`src/rtl/riscv_core_div_iter_if.sv`:
```
// Handshake bundle between the divider, its operand producer and its result consumer.
// The master drives operands and accepts results; the slave is the divider itself.
interface riscv_core_div_iter_if #(
    parameter int unsigned XLEN = 64
);
    logic            i_div_valid;
    logic            o_div_ready;
    logic [XLEN-1:0] i_div_dividend;
    logic [XLEN-1:0] i_div_divisor;
    logic            i_div_isword;
    logic            i_div_flush;
    logic            o_div_valid;
    logic            i_div_ready;
    logic [XLEN-1:0] o_div_quotient;
    logic [XLEN-1:0] o_div_remainder;
    logic            o_div_by_zero;

    modport master (
        output i_div_valid,
        output i_div_dividend,
        output i_div_divisor,
        output i_div_isword,
        output i_div_flush,
        output i_div_ready,
        input  o_div_ready,
        input  o_div_valid,
        input  o_div_quotient,
        input  o_div_remainder,
        input  o_div_by_zero
    );

    modport slave (
        input  i_div_valid,
        input  i_div_dividend,
        input  i_div_divisor,
        input  i_div_isword,
        input  i_div_flush,
        input  i_div_ready,
        output o_div_ready,
        output o_div_valid,
        output o_div_quotient,
        output o_div_remainder,
        output o_div_by_zero
    );
endinterface

```
`src/rtl/riscv_core_div_iter.sv`:
```
// Iterative radix-2 restoring divider on unsigned magnitudes, one quotient bit per cycle.
// Word operations use the lower half of the operands and return zero-extended results.
module riscv_core_div_iter #(
    parameter int unsigned XLEN = 64
) (
    input  logic                 i_clk,
    input  logic                 i_rst,
    riscv_core_div_iter_if.slave div
);

    localparam int unsigned HALF = XLEN / 2;
    localparam int unsigned CW   = $clog2(XLEN + 1);

    localparam logic [1:0] ST_IDLE = 2'd0;
    localparam logic [1:0] ST_BUSY = 2'd1;
    localparam logic [1:0] ST_DONE = 2'd2;

    logic [1:0]      state;
    logic [CW-1:0]   cnt;
    logic [XLEN-1:0] rem;
    logic [XLEN-1:0] quo;
    logic [XLEN-1:0] divisor_q;
    logic            isword_q;
    logic [XLEN-1:0] result_q;
    logic [XLEN-1:0] result_r;
    logic            by_zero_q;

    logic [XLEN-1:0] op_dividend;
    logic [XLEN-1:0] op_divisor;
    logic [XLEN-1:0] quo_load;
    logic            divisor_zero;
    logic [XLEN:0]   rem_shift;
    logic [XLEN:0]   trial;
    logic            trial_ok;
    logic [XLEN-1:0] rem_next;
    logic [XLEN-1:0] quo_next;

    always_comb begin
        op_dividend  = div.i_div_dividend;
        op_divisor   = div.i_div_divisor;
        quo_load     = div.i_div_dividend;
        if (div.i_div_isword) begin
            op_dividend = {{HALF{1'b0}}, div.i_div_dividend[HALF-1:0]};
            op_divisor  = {{HALF{1'b0}}, div.i_div_divisor[HALF-1:0]};
            // Left-align the word dividend so the shared full-width shift path
            // yields the word quotient in the lower half after HALF steps.
            quo_load    = {div.i_div_dividend[HALF-1:0], {HALF{1'b0}}};
        end
        divisor_zero = (op_divisor == '0);
    end

    always_comb begin
        rem_shift = {rem, quo[XLEN-1]};
        trial     = rem_shift - {1'b0, divisor_q};
        trial_ok  = ~trial[XLEN];
        rem_next  = trial_ok ? trial[XLEN-1:0] : rem_shift[XLEN-1:0];
        quo_next  = {quo[XLEN-2:0], trial_ok};
    end

    always_ff @(posedge i_clk or posedge i_rst) begin
        if (i_rst) begin
            state     <= ST_IDLE;
            cnt       <= '0;
            rem       <= '0;
            quo       <= '0;
            divisor_q <= '0;
            isword_q  <= 1'b0;
            result_q  <= '0;
            result_r  <= '0;
            by_zero_q <= 1'b0;
        end else if (div.i_div_flush) begin
            state <= ST_IDLE;
            cnt   <= '0;
        end else begin
            case (state)
                ST_IDLE: begin
                    if (div.i_div_valid) begin
                        divisor_q <= op_divisor;
                        isword_q  <= div.i_div_isword;
                        rem       <= '0;
                        quo       <= quo_load;
                        if (divisor_zero) begin
                            result_q  <= div.i_div_isword ? {{HALF{1'b0}}, {HALF{1'b1}}} : '1;
                            result_r  <= op_dividend;
                            by_zero_q <= 1'b1;
                            cnt       <= '0;
                            state     <= ST_DONE;
                        end else begin
                            by_zero_q <= 1'b0;
                            cnt       <= div.i_div_isword ? CW'(HALF) : CW'(XLEN);
                            state     <= ST_BUSY;
                        end
                    end
                end
                ST_BUSY: begin
                    rem <= rem_next;
                    quo <= quo_next;
                    cnt <= cnt - CW'(1);
                    if (cnt == CW'(1)) begin
                        result_q <= isword_q ? {{HALF{1'b0}}, quo_next[HALF-1:0]} : quo_next;
                        result_r <= isword_q ? {{HALF{1'b0}}, rem_next[HALF-1:0]} : rem_next;
                        state    <= ST_DONE;
                    end
                end
                ST_DONE: begin
                    if (div.i_div_ready) begin
                        state <= ST_IDLE;
                    end
                end
                default: begin
                    state <= ST_IDLE;
                    cnt   <= '0;
                end
            endcase
        end
    end

    assign div.o_div_ready     = (state == ST_IDLE);
    assign div.o_div_valid     = (state == ST_DONE);
    assign div.o_div_quotient  = result_q;
    assign div.o_div_remainder = result_r;
    assign div.o_div_by_zero   = by_zero_q;

endmodule

```
`src/flat_wrapper.sv`:
```
// flat-port wrapper written by rule: the top's interface ports become plain ports
module riscv_core_div_iter_flat 
#(
    parameter int unsigned XLEN = 64
)
  (i_clk, i_rst, div_i_div_valid, div_i_div_dividend, div_i_div_divisor, div_i_div_isword, div_i_div_flush, div_i_div_ready, div_o_div_ready, div_o_div_valid, div_o_div_quotient, div_o_div_remainder, div_o_div_by_zero);
  riscv_core_div_iter_if #(.XLEN(XLEN)) div_i ();
  input  logic i_clk;
  input  logic i_rst;
  input wire logic [$bits(div_i.i_div_valid)-1:0] div_i_div_valid;
  input wire logic [$bits(div_i.i_div_dividend)-1:0] div_i_div_dividend;
  input wire logic [$bits(div_i.i_div_divisor)-1:0] div_i_div_divisor;
  input wire logic [$bits(div_i.i_div_isword)-1:0] div_i_div_isword;
  input wire logic [$bits(div_i.i_div_flush)-1:0] div_i_div_flush;
  input wire logic [$bits(div_i.i_div_ready)-1:0] div_i_div_ready;
  output wire logic [$bits(div_i.o_div_ready)-1:0] div_o_div_ready;
  output wire logic [$bits(div_i.o_div_valid)-1:0] div_o_div_valid;
  output wire logic [$bits(div_i.o_div_quotient)-1:0] div_o_div_quotient;
  output wire logic [$bits(div_i.o_div_remainder)-1:0] div_o_div_remainder;
  output wire logic [$bits(div_i.o_div_by_zero)-1:0] div_o_div_by_zero;
  assign div_i.i_div_valid = div_i_div_valid;
  assign div_i.i_div_dividend = div_i_div_dividend;
  assign div_i.i_div_divisor = div_i_div_divisor;
  assign div_i.i_div_isword = div_i_div_isword;
  assign div_i.i_div_flush = div_i_div_flush;
  assign div_i.i_div_ready = div_i_div_ready;
  assign div_o_div_ready = div_i.o_div_ready;
  assign div_o_div_valid = div_i.o_div_valid;
  assign div_o_div_quotient = div_i.o_div_quotient;
  assign div_o_div_remainder = div_i.o_div_remainder;
  assign div_o_div_by_zero = div_i.o_div_by_zero;
  riscv_core_div_iter #(.XLEN(XLEN)) u_core (.i_clk(i_clk), .i_rst(i_rst), .div(div_i));
endmodule
```
`config.mk`:
```
export PLATFORM = sky130hd
export DESIGN_NAME = riscv_core_div_iter_flat
export DESIGN_NICKNAME = d
export VERILOG_FILES = /design/src/rtl/riscv_core_div_iter_if.sv /design/src/rtl/riscv_core_div_iter.sv /design/src/flat_wrapper.sv
export SDC_FILE = /design/constraint.sdc
export NUM_CORES = 1
export LEC_CHECK = 0
export ABC_AREA = 0
export CAP_MARGIN = 20
export CORE_ASPECT_RATIO = 1.2
export CORE_MARGIN = 2
export CORE_UTILIZATION = 60
export CTS_CLUSTER_DIAMETER = 50
export DETAILED_ROUTE_END_ITERATION = 6
export MAX_ROUTING_LAYER = met4
export PLACE_DENSITY = 0.95
export SYNTH_ARGS = -nofsm -noshare
export SYNTH_HDL_FRONTEND = slang
export SYNTH_SLANG_ARGS = --single-unit
```
`constraint.sdc`:
```
create_clock -name i_clk -period 29.3 [get_ports i_clk]
set_input_delay 4.395 -clock i_clk [delete_from_list [all_inputs] [get_ports i_clk]]
set_output_delay 4.395 -clock i_clk [all_outputs]
set_load 0.005 [all_outputs]
```
==> impl_metrics.ini <==
[sta]
rsz0062_at_grt = false
fmax_ghz = 0.132
final-setup-viol-count = 0
worst_slack_ns = 21.74
slew_headroom_pct = 20.1
post-route-period-util_pct = 25.8
drv_slew = 0
tns_ns = 0
finClkSkew_ns = 0.0210
final-hold-violation-count = 0
worstMarginPinSlew_ns = 1.19
fin_crit_ns = 7.56

[yosys]
synth_mux_area_share_pct = 4.65
synth_compound_area_share_pct = 23.3
syn_area_per_cell_sq_um = 8.31
ys_seq_elements = 331
synth_area_sq_um = 19400
yosysWarnings = 0
synthXorXnorAreaFrac_pct = 2.39
yosys.area_share.simple_pct = 17.3
syn-num-nets = 2539
synthAdderAreaFrac_pct = 4.36
postSynthCellCount = 2338
synth-edff-count = 0
ys_seq_area_share_pct = 42.7
synth_cell_types = 74
synth_top_family_by_area = compound AO/OA/AOI/OAI gates
synthArstFlopShare_pct = 100
synth_ff_type = dfrtp_1

[worst_setup_path]
worst_setup_path_start_kind = primary input
path_class = in2reg
endpoint_kind = register
worst-r2r-setup-slack_ns = 24.05
startpoint = div_i_div_divisor[61]
crit_required_ns = 29.76
path_max_fanout = 71
r2r_end = u_core.div.o_div_remainder[30]
reg2reg_depth = 14
rr_startpoint = u_core.divisor_q[0]
critical_path_arrival_ns = 8.02

[floorplanning]
die_h_microns = 201
die_w_microns = 168
initial_core_util_pct = 60.6
core_area_sq_um = 32100
pin_count = 265
dieArea_sq_um = 33800
num_rows = 72

[routing]
totalWireLength_microns = 66000
viasPerCell = 6.46
drt-initial-drc-count = 2424
remaining_drc_errors = 5
wl_per_cell_microns = 22.5
drt_first_pass_iters = 7
ant_nets = 0
vias = 18900

[global_route]
grt_first_pass_wirelength_microns = 102000
grt_pass1_vias = 17900
grt_overflow_total = 0
grt_max_degree = 130
antenna_found_initial = 1
grt_use_total_pct = 39.6

[power]
pwr-share-seq_pct = 26.7
ir_drop_uv = 113
power_switching_mw = 1.54
p_leak_nw = 10.4
p_int_mw = 1.64
clockPowerShare_pct = 14.5
powerDensity_nw_per_um2 = 136
power.total_mw = 3.18
p_sw_share_pct = 48.4
power_frac_comb_pct = 58.8

[clocking]
htreeDepth = 2
clkLatencyLatePin_ns = 0.55
post_cts_resized = 0
postCtsSetupBuffers = 0
cts-root-buf = clkbuf_16
cts_sinks = 331
clk_pin_slew_worst_paths_ns = 0.06
numCtsBuffers = 36
cts_hold_buf = 0
cts_buffer_depth = 3
tritoncts = done

[final_layout]
nets = 2696
n_fill_cell = 2341
multi_input_area_sq_um = 10100
area.sequential_sq_um = 8280
area_growth_pct = 20.1
fin_cells = 2929
drive_above_1_share_pct = 5.63
fin_area_sq_um = 23300

[outcome]
status = finished with violations
violations = design-rule violations

[place]
placed_cells = 2862
dp_hpwl_microns = 47400
gp_congestion = 0.994
port_buffers = 264
pre_cts_slack_ns = 21.11
postPlaceCellArea_sq_um = 22100

[worst_hold_path]
min_to = u_core.div.o_div_quotient[9]
holdPathStages = 2
hold_path.startpoint = u_core.div.o_div_quotient[9]
hold_class = reg2reg

[job]
maxCapViolCount = 0
power groups by stage:
stage               clock network [mW]  registers (mW)  logic, mW
detailed placement                   0           0.844       1.80
global placement                     0           0.833       1.76
floorplan                            0           0.783       1.26
CTS                              0.462           0.840       1.82
finish                           0.461           0.850       1.87
global route                     0.479           0.866       2.04
cells by family (layout without fill, tap and decap cells):
| family | after synthesis | after routing |
|---|---|---|
| simple gates | 749 | 749 |
| mux | 86 | 86 |
| flops | 331 | 331 |
| xor+xnor | 53 | 53 |
| fa+ha+maj | 67 | 67 |
| buf+inv | 259 | 442 |
| compound gates | 793 | 793 |
| other cells | 0 | 1 |
cell usage in the layout, fill, tap and decap left out, types with 5 or more instances in the layout:
master	count
clkinv_2	5
inv_1	93
a21oi_1	261
o211ai_1	17
a21boi_0	5
nand2_1	397
mux2i_1	53
a31oi_1	12
nand2b_1	11
nor2b_1	12
a221oi_1	16
buf_4	18
o21bai_1	10
a21o_1	21
o22ai_1	6
clkbuf_8	10
nor3_1	49
nor4_1	19
clkbuf_16	36
ha_1	66
xnor2_1	24
o31ai_1	8
and3_1	53
dfrtp_1	331
xor2_1	29
clkdlybuf4s50_1	263
nor2_1	117
o21ai_1	19
o21a_1	7
a32oi_1	5
or3_1	7
mux2_2	33
nand4_1	27
a211oi_1	33
a22oi_1	6
nand3_1	25
o21ai_0	327
flip-flops by register name (all words and copies together), names as in the netlist:
name	flops
u_core.state	2
u_core.quo	64
u_core.rem	64
u_core.div.o_div_by_zero	1
u_core.isword_q	1
u_core.div.o_div_quotient	64
u_core.divisor_q	64
u_core.div.o_div_remainder	64
u_core.cnt	7
metal layers:
| metal | track usage [%] | vias up | share of wire, % |
|---|---|---|---|
| met5 | - | - | 0 |
| met3 | 6.98 | 218 | 10 |
| met1 | 53.3 | 8916 | 40 |
| met4 | 20.7 | 0 | 6.0 |
| met2 | 57.7 | 1213 | 44 |
| li1 | - | 8575 | - |
worst max path at each step:
stage                     cells after the start                             end  slack, ns
after floorplan                               1                   u_core.cnt[0]      15.74
after global placement                       11   u_core.div.o_div_quotient[49]      21.32
after detailed placement                     11   u_core.div.o_div_quotient[52]      21.11
after CTS                                    11   u_core.div.o_div_quotient[32]      21.63
after global routing                         11  u_core.div.o_div_remainder[16]      21.45
final                                        11  u_core.div.o_div_remainder[12]      21.74
critical path: stages:
cell and delay (ns):
clkdlybuf4s50_1 0.43, nor4_1 0.44, nand4_1 0.37, o21ai_0 0.25
nand2_1 0.10, inv_1 0.13, nor3_1 0.12, nor2_4 0.67
buf_4 0.63, o21ai_0 0.20, o21ai_0 0.24
through the flow:
| stage | hold slack (ns) | util [%] |
|---|---|---|
| finish | 0.474 | 72.7 |
| global route | 0.502 | 72.7 |
| CTS | 0.475 | 72.6 |
| detailed placement | 0.461 | 68.8 |
| global placement | 0.451 | 68.8 |
| floorplan | 0.450 | - |
area by class of cell:
| type | instances | area share [%] |
|---|---|---|
| clock buffer | 50 | 4.52 |
| antenna | 1 | 0.0107 |
| timing repair buffer | 284 | 12.1 |
| tap | 407 | 2.18 |
| multi-input combinational | 1748 | 43.5 |
| sequential | 331 | 35.5 |
| clock inverter | 14 | 0.627 |
| inverter | 94 | 1.54 |
synth_stat cells, types with 5 or more instances:
cell | number | area (sq um)
dfrtp_1 | 331 | 8280
buf_6 | 5 | 56.3
nor4_1 | 19 | 119
nand2_1 | 399 | 1500
or3_1 | 7 | 43.8
xor2_1 | 29 | 254
nor2_1 | 120 | 450
o21a_1 | 8 | 60.1
a22oi_1 | 6 | 45.0
nor2b_1 | 13 | 81.3
inv_1 | 94 | 353
o211ai_1 | 17 | 128
xnor2_1 | 24 | 210
and3_1 | 53 | 332
o31ai_1 | 8 | 60.1
o22ai_1 | 6 | 37.5
nor3_1 | 49 | 245
buf_2 | 10 | 50.1
nand2b_1 | 12 | 75.1
buf_1 | 11 | 41.3
nand3_1 | 25 | 125
mux2i_1 | 53 | 531
a21o_1 | 21 | 158
a31oi_1 | 12 | 75.1
ha_1 | 66 | 826
a21boi_0 | 5 | 37.5
o21ai_0 | 327 | 1640
clkbuf_1 | 134 | 503
buf_4 | 5 | 37.5
a32oi_1 | 5 | 43.8
a211oi_1 | 33 | 248
mux2_2 | 33 | 372
a221oi_1 | 16 | 140
a21oi_1 | 261 | 1310
o21bai_1 | 10 | 75.1
nand4_1 | 27 | 169
o21ai_1 | 20 | 100
Power figures use the tool's default switching activity.
